`src/rtl/dmem_arbiter_pkg.sv`:
```
// Shared SoC data-memory package: memory geometry, word/byte-enable types,
// the arbiter state encoding and the request record used on each port.
// Imported by the arbiter, its interface and the data memory.
package dmem_arbiter_pkg;

  localparam int unsigned DMEM_DEPTH = 28672;   // data memory size in words
  localparam int unsigned WORD_W     = 32;
  localparam int unsigned BE_W       = WORD_W / 8;

  typedef logic [WORD_W-1:0] word_t;
  typedef logic [BE_W-1:0]   be_t;

  typedef enum logic {
    ST_RR    = 1'b0,   // round-robin between A and B
    ST_LOCKB = 1'b1    // port B owns the memory
  } arb_state_e;

  typedef struct packed {
    word_t addr;    // byte address
    be_t   wen;     // 0 = read
    word_t wdata;
  } dmem_req_t;

  // Byte address maps to a word that exists in the memory.
  function automatic logic in_range(input word_t addr, input int unsigned depth);
    return {2'b00, addr[WORD_W-1:2]} < depth;
  endfunction

endpackage

```
`src/rtl/dmem_arbiter_if.sv`:
```
// Bus bundle between the two requesters (A = CPU data, B = loader/DMA),
// the arbiter and the data memory.
//   slave  : the arbiter side (takes requests + mem_rdata, drives the rest)
//   master : the requester/memory side
interface dmem_arbiter_if;
  logic                          a_req,   b_req,   b_lock;
  dmem_arbiter_pkg::word_t       a_addr,  b_addr;
  dmem_arbiter_pkg::be_t         a_wen,   b_wen;
  dmem_arbiter_pkg::word_t       a_wdata, b_wdata;
  logic                          a_gnt,   b_gnt;
  logic                          a_rvalid, b_rvalid, err;
  dmem_arbiter_pkg::word_t       rdata;
  dmem_arbiter_pkg::word_t       mem_addr;
  dmem_arbiter_pkg::be_t         mem_wenable;
  dmem_arbiter_pkg::word_t       mem_wdata, mem_rdata;

  modport slave (
    input  a_req, b_req, b_lock, a_addr, b_addr, a_wen, b_wen, a_wdata, b_wdata,
           mem_rdata,
    output a_gnt, b_gnt, a_rvalid, b_rvalid, err, rdata,
           mem_addr, mem_wenable, mem_wdata
  );

  modport master (
    output a_req, b_req, b_lock, a_addr, b_addr, a_wen, b_wen, a_wdata, b_wdata,
           mem_rdata,
    input  a_gnt, b_gnt, a_rvalid, b_rvalid, err, rdata,
           mem_addr, mem_wenable, mem_wdata
  );
endinterface

```
`src/rtl/dmem_arbiter_rr_arb2.sv`:
```
// rr_arb2: 2-way round-robin priority select (purely combinational).
//   req_i  : [0] = port A, [1] = port B
//   last_i : 1 when port B was granted most recently
//   gnt_o  : one-hot grant, or 0 when nobody requests
module rr_arb2 (
  input  logic [1:0] req_i,
  input  logic       last_i,
  output logic [1:0] gnt_o
);
  always_comb begin
    gnt_o = req_i;
    // Conflict goes to whichever port did not win last time.
    if (req_i == 2'b11) gnt_o = last_i ? 2'b01 : 2'b10;
  end
endmodule

```
`src/rtl/dmem_arbiter.sv`:
```
// dmem_arbiter: shares one single-port data memory between port A (CPU) and
// port B (loader/DMA). Grants are combinational, responses arrive exactly one
// cycle later on the granted port. Port B may lock the memory for up to
// LOCK_MAX consecutive cycles; a lock that runs out hands the next grant to A.
//   clock, resetn : clock, synchronous active-low reset
//   bus (slave)   : requests/grants/responses of both ports + memory side
module dmem_arbiter
  import dmem_arbiter_pkg::*;
#(
  parameter int unsigned DEPTH    = DMEM_DEPTH,
  parameter int unsigned LOCK_MAX = 16
) (
  input  logic          clock,
  input  logic          resetn,
  dmem_arbiter_if.slave bus
);
  localparam int unsigned CNT_W = $clog2(LOCK_MAX + 1);

  arb_state_e       state_q, state_d;
  logic             last_b_q, last_b_d;   // B granted most recently
  logic [CNT_W-1:0] cnt_q, cnt_d;         // cycles spent in LOCKB
  logic             a_owed_q, a_owed_d;   // lock was cut short; A goes next
  word_t            addr_q;               // last presented word address
  logic [1:0]       rvalid_q;             // [0] = A, [1] = B
  logic             err_q, rd_ok_q;

  dmem_req_t [1:0]  req;
  dmem_req_t        sel;
  logic [1:0]       req_v, arb_req, gnt;
  logic             any_gnt, hit;
  word_t            word_addr;

  assign req[0] = '{addr: bus.a_addr, wen: bus.a_wen, wdata: bus.a_wdata};
  assign req[1] = '{addr: bus.b_addr, wen: bus.b_wen, wdata: bus.b_wdata};

  // No grants at all while reset is held.
  assign req_v   = {bus.b_req, bus.a_req} & {2{resetn}};
  assign arb_req = (state_q == ST_LOCKB) ? {req_v[1], 1'b0} : req_v;

  rr_arb2 u_rr (
    .req_i  (arb_req),
    .last_i (last_b_q),
    .gnt_o  (gnt)
  );

  assign any_gnt   = |gnt;
  assign sel       = req[gnt[1]];
  assign word_addr = {2'b00, sel.addr[WORD_W-1:2]};
  assign hit       = any_gnt && in_range(sel.addr, DEPTH);

  always_comb begin
    state_d  = state_q;
    last_b_d = last_b_q;
    cnt_d    = cnt_q;
    a_owed_d = a_owed_q;
    if (any_gnt) last_b_d = gnt[1];
    if (gnt[0])  a_owed_d = 1'b0;
    case (state_q)
      ST_RR: begin
        // A lock request is ignored while A is still owed its turn.
        if (gnt[1] && bus.b_lock && !a_owed_q) begin
          state_d = ST_LOCKB;
          cnt_d   = '0;
        end
      end
      ST_LOCKB: begin
        cnt_d = cnt_q + 1'b1;
        if (!bus.b_lock) begin
          state_d = ST_RR;
        end else if (cnt_d == CNT_W'(LOCK_MAX)) begin
          state_d  = ST_RR;
          a_owed_d = 1'b1;
        end
      end
      default: state_d = ST_RR;
    endcase
  end

  always_ff @(posedge clock) begin
    if (!resetn) begin
      state_q  <= ST_RR;
      last_b_q <= 1'b1;
      cnt_q    <= '0;
      a_owed_q <= 1'b0;
      addr_q   <= '0;
      rvalid_q <= '0;
      err_q    <= 1'b0;
      rd_ok_q  <= 1'b0;
    end else begin
      state_q  <= state_d;
      last_b_q <= last_b_d;
      cnt_q    <= cnt_d;
      a_owed_q <= a_owed_d;
      if (hit) addr_q <= word_addr;
      rvalid_q <= gnt;
      err_q    <= any_gnt && !hit;
      rd_ok_q  <= hit && (sel.wen == '0);
    end
  end

  assign bus.a_gnt       = gnt[0];
  assign bus.b_gnt       = gnt[1];
  // Responses are masked during reset so a grant in flight is dropped.
  assign bus.a_rvalid    = rvalid_q[0] & resetn;
  assign bus.b_rvalid    = rvalid_q[1] & resetn;
  assign bus.err         = err_q & resetn;
  assign bus.rdata       = (rd_ok_q && resetn) ? bus.mem_rdata : '0;
  // Address holds while idle so the memory keeps returning the same word.
  assign bus.mem_addr    = hit ? word_addr : addr_q;
  assign bus.mem_wenable = hit ? sel.wen : '0;
  assign bus.mem_wdata   = sel.wdata;

endmodule

```
`src/flat_wrapper.sv`:
```
// flat-port wrapper written by rule: the top's interface ports become plain ports
module dmem_arbiter_flat import dmem_arbiter_pkg::*;
#(
  parameter int unsigned DEPTH    = DMEM_DEPTH,
  parameter int unsigned LOCK_MAX = 16
)
  (clock, resetn, bus_a_req, bus_b_req, bus_b_lock, bus_a_addr, bus_b_addr, bus_a_wen, bus_b_wen, bus_a_wdata, bus_b_wdata, bus_mem_rdata, bus_a_gnt, bus_b_gnt, bus_a_rvalid, bus_b_rvalid, bus_err, bus_rdata, bus_mem_addr, bus_mem_wenable, bus_mem_wdata);
  dmem_arbiter_if bus_i ();
  input  logic clock;
  input  logic resetn;
  input wire logic [$bits(bus_i.a_req)-1:0] bus_a_req;
  input wire logic [$bits(bus_i.b_req)-1:0] bus_b_req;
  input wire logic [$bits(bus_i.b_lock)-1:0] bus_b_lock;
  input wire logic [$bits(bus_i.a_addr)-1:0] bus_a_addr;
  input wire logic [$bits(bus_i.b_addr)-1:0] bus_b_addr;
  input wire logic [$bits(bus_i.a_wen)-1:0] bus_a_wen;
  input wire logic [$bits(bus_i.b_wen)-1:0] bus_b_wen;
  input wire logic [$bits(bus_i.a_wdata)-1:0] bus_a_wdata;
  input wire logic [$bits(bus_i.b_wdata)-1:0] bus_b_wdata;
  input wire logic [$bits(bus_i.mem_rdata)-1:0] bus_mem_rdata;
  output wire logic [$bits(bus_i.a_gnt)-1:0] bus_a_gnt;
  output wire logic [$bits(bus_i.b_gnt)-1:0] bus_b_gnt;
  output wire logic [$bits(bus_i.a_rvalid)-1:0] bus_a_rvalid;
  output wire logic [$bits(bus_i.b_rvalid)-1:0] bus_b_rvalid;
  output wire logic [$bits(bus_i.err)-1:0] bus_err;
  output wire logic [$bits(bus_i.rdata)-1:0] bus_rdata;
  output wire logic [$bits(bus_i.mem_addr)-1:0] bus_mem_addr;
  output wire logic [$bits(bus_i.mem_wenable)-1:0] bus_mem_wenable;
  output wire logic [$bits(bus_i.mem_wdata)-1:0] bus_mem_wdata;
  assign bus_i.a_req = bus_a_req;
  assign bus_i.b_req = bus_b_req;
  assign bus_i.b_lock = bus_b_lock;
  assign bus_i.a_addr = bus_a_addr;
  assign bus_i.b_addr = bus_b_addr;
  assign bus_i.a_wen = bus_a_wen;
  assign bus_i.b_wen = bus_b_wen;
  assign bus_i.a_wdata = bus_a_wdata;
  assign bus_i.b_wdata = bus_b_wdata;
  assign bus_i.mem_rdata = bus_mem_rdata;
  assign bus_a_gnt = bus_i.a_gnt;
  assign bus_b_gnt = bus_i.b_gnt;
  assign bus_a_rvalid = bus_i.a_rvalid;
  assign bus_b_rvalid = bus_i.b_rvalid;
  assign bus_err = bus_i.err;
  assign bus_rdata = bus_i.rdata;
  assign bus_mem_addr = bus_i.mem_addr;
  assign bus_mem_wenable = bus_i.mem_wenable;
  assign bus_mem_wdata = bus_i.mem_wdata;
  dmem_arbiter #(.DEPTH(DEPTH), .LOCK_MAX(LOCK_MAX)) u_core (.clock(clock), .resetn(resetn), .bus(bus_i));
endmodule
```
`config.mk`:
```
export PLATFORM = sky130hd
export DESIGN_NAME = dmem_arbiter_flat
export DESIGN_NICKNAME = d
export VERILOG_FILES = /design/src/rtl/dmem_arbiter_pkg.sv /design/src/rtl/dmem_arbiter_if.sv /design/src/rtl/dmem_arbiter_rr_arb2.sv /design/src/rtl/dmem_arbiter.sv /design/src/flat_wrapper.sv
export SDC_FILE = /design/constraint.sdc
export NUM_CORES = 1
export LEC_CHECK = 0
export BUFFER_PORTS_ARGS = -buffer_cell sky130_fd_sc_hd__buf_2
export CAP_MARGIN = 20
export CORE_AREA = 2 2 107 109
export CTS_CLUSTER_DIAMETER = 50
export DETAILED_ROUTE_END_ITERATION = 16
export DIE_AREA = 0 0 109 111
export PLACE_DENSITY = 0.72
export SLEW_MARGIN = 15
export SYNTH_ARGS = -nofsm -noshare
export SYNTH_HDL_FRONTEND = slang
export SYNTH_SLANG_ARGS = --single-unit
```
`constraint.sdc`:
```
create_clock -name clock -period 6.58 [get_ports clock]
set_input_delay 1.645 -clock clock [delete_from_list [all_inputs] [get_ports clock]]
set_output_delay 1.645 -clock clock [all_outputs]
set_load 0.005 [all_outputs]
```
==> impl_metrics.ini <==
[setup_path]
worst-setup-path-type = primary input to output pin
timing.critical_path.from_type = primary input
r2r_end = u_core.cnt_q[2]$_SDFFE_PN0P_
reg2reg_slack_ns = 4.12
r2r_cells = 7
setup.worst_path.end_class = output pin
timing.critical_path.arrival_ns = 3.81
rr_startpoint = u_core.state_q$_SDFF_PN0_
worst-path-max-fanout = 43
worst_ep_required_time_ns = 4.93

[clock_tree]
cts_hold_buf = 0
cts-buffers-inserted = 5
htreeDepth = 2
ctsResizeCount = 0
root_buffer_cell = clkbuf_16
cts_max_path_buffers = 2
postCtsSetupBuffers = 0
tritoncts = yes
cts.sinks = 44
insertion_delay_ns = 0.28
path_clk_slew_ns = 0.06

[layout]
layout_common_cells = buf_2, nand2_1, and3_1
postLayoutCoreUtil_pct = 40.1
share_of_cells_above_drive_strength_1_pct = 45.6
synthToLayoutAreaGrowth_pct = 56.6
mostFrequentLayoutCell = buf_2
final_net_count = 822
antenna_cells = 0
stdcell_count = 790

[pwr]
power.density_nw_per_um2 = 143
power.leakage_uw = 0.00285
vdd_ir_drop_max_mv = 0.0902

[routing]
drt-total-wl_um = 9700
drt_iter0_drc = 148
drt_drc_violations_left = 0
postRouteAntennaNets = 0
drt_pass1_iterations = 4
routed_wire_length_per_instance_um = 12.3
num_vias = 3458
drt-vias-per-instance = 4.38

[sta]
timing.setup.tns_ns = 0
finalHoldViolCount = 0
final.setup.worst_slack_ns = 1.12
layout_worst_path_cycle_share_pct = 83.0
worst_clock_skew_ns = 0.00875
report.final.slew_viol_count = 0
setup_violations = 0
worst_hold_slack_ns = 0.469
worst-slew-pin-transition_ns = 0.672
maxSlewHeadroom_pct = 55.1
maximum_frequency_from_static_timing_analysis_mhz = 183
grt_setup_unrepaired = false
final_period_minus_worst_setup_slack_ns = 5.46

[hold_path]
worstHoldPathCells = 2
worstHoldStart = u_core.addr_q[6]$_SDFF_PN0_
timing.hold.worst_endpoint = u_core.addr_q[6]$_SDFF_PN0_
timing.hold.worst.class = register to register

[global_route]
grt.overflow.total = 0
antenna_found_initial = 0
grt_start_max_net_pins = 56
grt_pass1_vias = 2941
gr-usage-all-layers_pct = 14.6
grt_first_pass_wirelength_um = 14200

[synthesis]
syn_avg_cell_area_um2 = 7.21
synth-seq-area-share_pct = 31.1
synth_ff_type = dfxtp_1
syn-num-nets = 568
yosys.cell_types.count = 36
warnings_synthesis = 0
count_of_flip_flops_with_a_built_in_enable_after_synthesis = 0
mappedNetlistArea_um2 = 2840
synth.ff_latch_count = 44
synth_async_sr_flop_share_pct = 0
synth_cells = 393

[floorplanning]
rows = 39
design.die.area_um2 = 12100
fp.coreArea_um2 = 11100
die-height_um = 111
top_level_ports = 278
floorplan.initialDensity_pct = 25.6
die_width_um = 109

[placement]
buffer_ports.inserted = 273
hpwlAfterDp_um = 7550
place.gp.congestion = 0.724
place_inst = 783
detailedPlace.worstSlack_ns = 1.09

[status]
run_status = complete, no violations

[flow_run]
maxCapViolCount = 0
Yosys cell counts (2+ instances only):
master      n  share of area [%]
nor2b_1     3               0.66
inv_1      15                2.0
o21ai_0     3               0.53
buf_6       2               0.79
nand2b_1    2               0.44
dfxtp_1    44                 31
nor4_1      5                1.1
clkbuf_1   24                3.2
and3_1     52                 11
or4_1       2               0.53
a21oi_1     7                1.2
nand3_1     6                1.1
nand2_1   129                 17
mux2_1      2               0.79
ha_1        2               0.88
and2_1     21                4.6
nand3b_1    2               0.53
nor2_1      7               0.93
buf_1       2               0.26
mux2_2      8                3.2
mux2i_1    36                 13
nor3_1      4               0.71
buf_2       2               0.35
through the flow:
step / total power, uW / cell area [um2]
after global routing: 675 / 4440
after floorplan: 325 / 2840
after detailed placement: 401 / 4300
after CTS: 653 / 4440
final: 637 / 4440
after global placement: 400 / 4300
state kept, by name, indices dropped and copies added (netlist names):
signal	cells
u_core.addr_q	32
u_core.cnt_q	5
u_core.rvalid_q	2
u_core.a_owed_q	1
u_core.err_q	1
u_core.last_b_q	1
u_core.rd_ok_q	1
u_core.state_q	1
area by class of cell:
class	count	area, um2
inverter	15	56.3
tap	143	179
clock buffer	5	125
sequential	44	881
timing repair buffer	277	1410
fill	1152	6640
multi-input combinational	304	1780
clock inverter	2	12.5
kinds of logic after synthesis:
| kind of cell | share of synthesized area (%) |
|---|---|
| XOR/XNOR | 0.618 |
| adder cells (fa/ha/maj) | 0.882 |
| flip-flops | 31.1 |
| AND/OR/NAND/NOR | 39.4 |
| AO/OA/AOI/OAI | 4.81 |
| multiplexers | 16.7 |
| buffers and inverters | 6.58 |
worst max-delay path by stage:
stage / from / depth (start not counted) / endpoint
after floorplan: bus_a_addr[29] / 6 / bus_mem_addr[11]
after global placement: resetn / 8 / bus_mem_wenable[0]
after detailed placement: resetn / 8 / bus_mem_wenable[3]
after CTS: resetn / 8 / bus_mem_wenable[3]
after global routing: resetn / 8 / bus_mem_wenable[3]
final: resetn / 8 / bus_mem_wenable[3]
power by group:
| group | switching [uW] | internal, uW | total [uW] |
|---|---|---|---|
| combinational | 59.3 | 65.4 | 125 |
| clock | 104 | 138 | 242 |
| sequential | 1.62 | 268 | 270 |
| total | 165 | 472 | 637 |
per-layer routing:
layer / GRT usage (%) / up-vias / part of all wire, %
li1: - / 1808 / -
met1: 18.5 / 1507 / 43
met2: 25.8 / 137 / 49
met3: 3.00 / 6 / 7.8
met4: 2.31 / 0 / 0.45
met5: 0 / - / 0
worst max-delay path, stage by stage:
cell     delay, ns
buf_2         0.45
and2_1        0.34
nand2_2       0.33
inv_1         0.21
buf_4         0.37
nand2_1       0.10
a21oi_1       0.18
buf_2         0.15
Power figures use the tool's default switching activity.
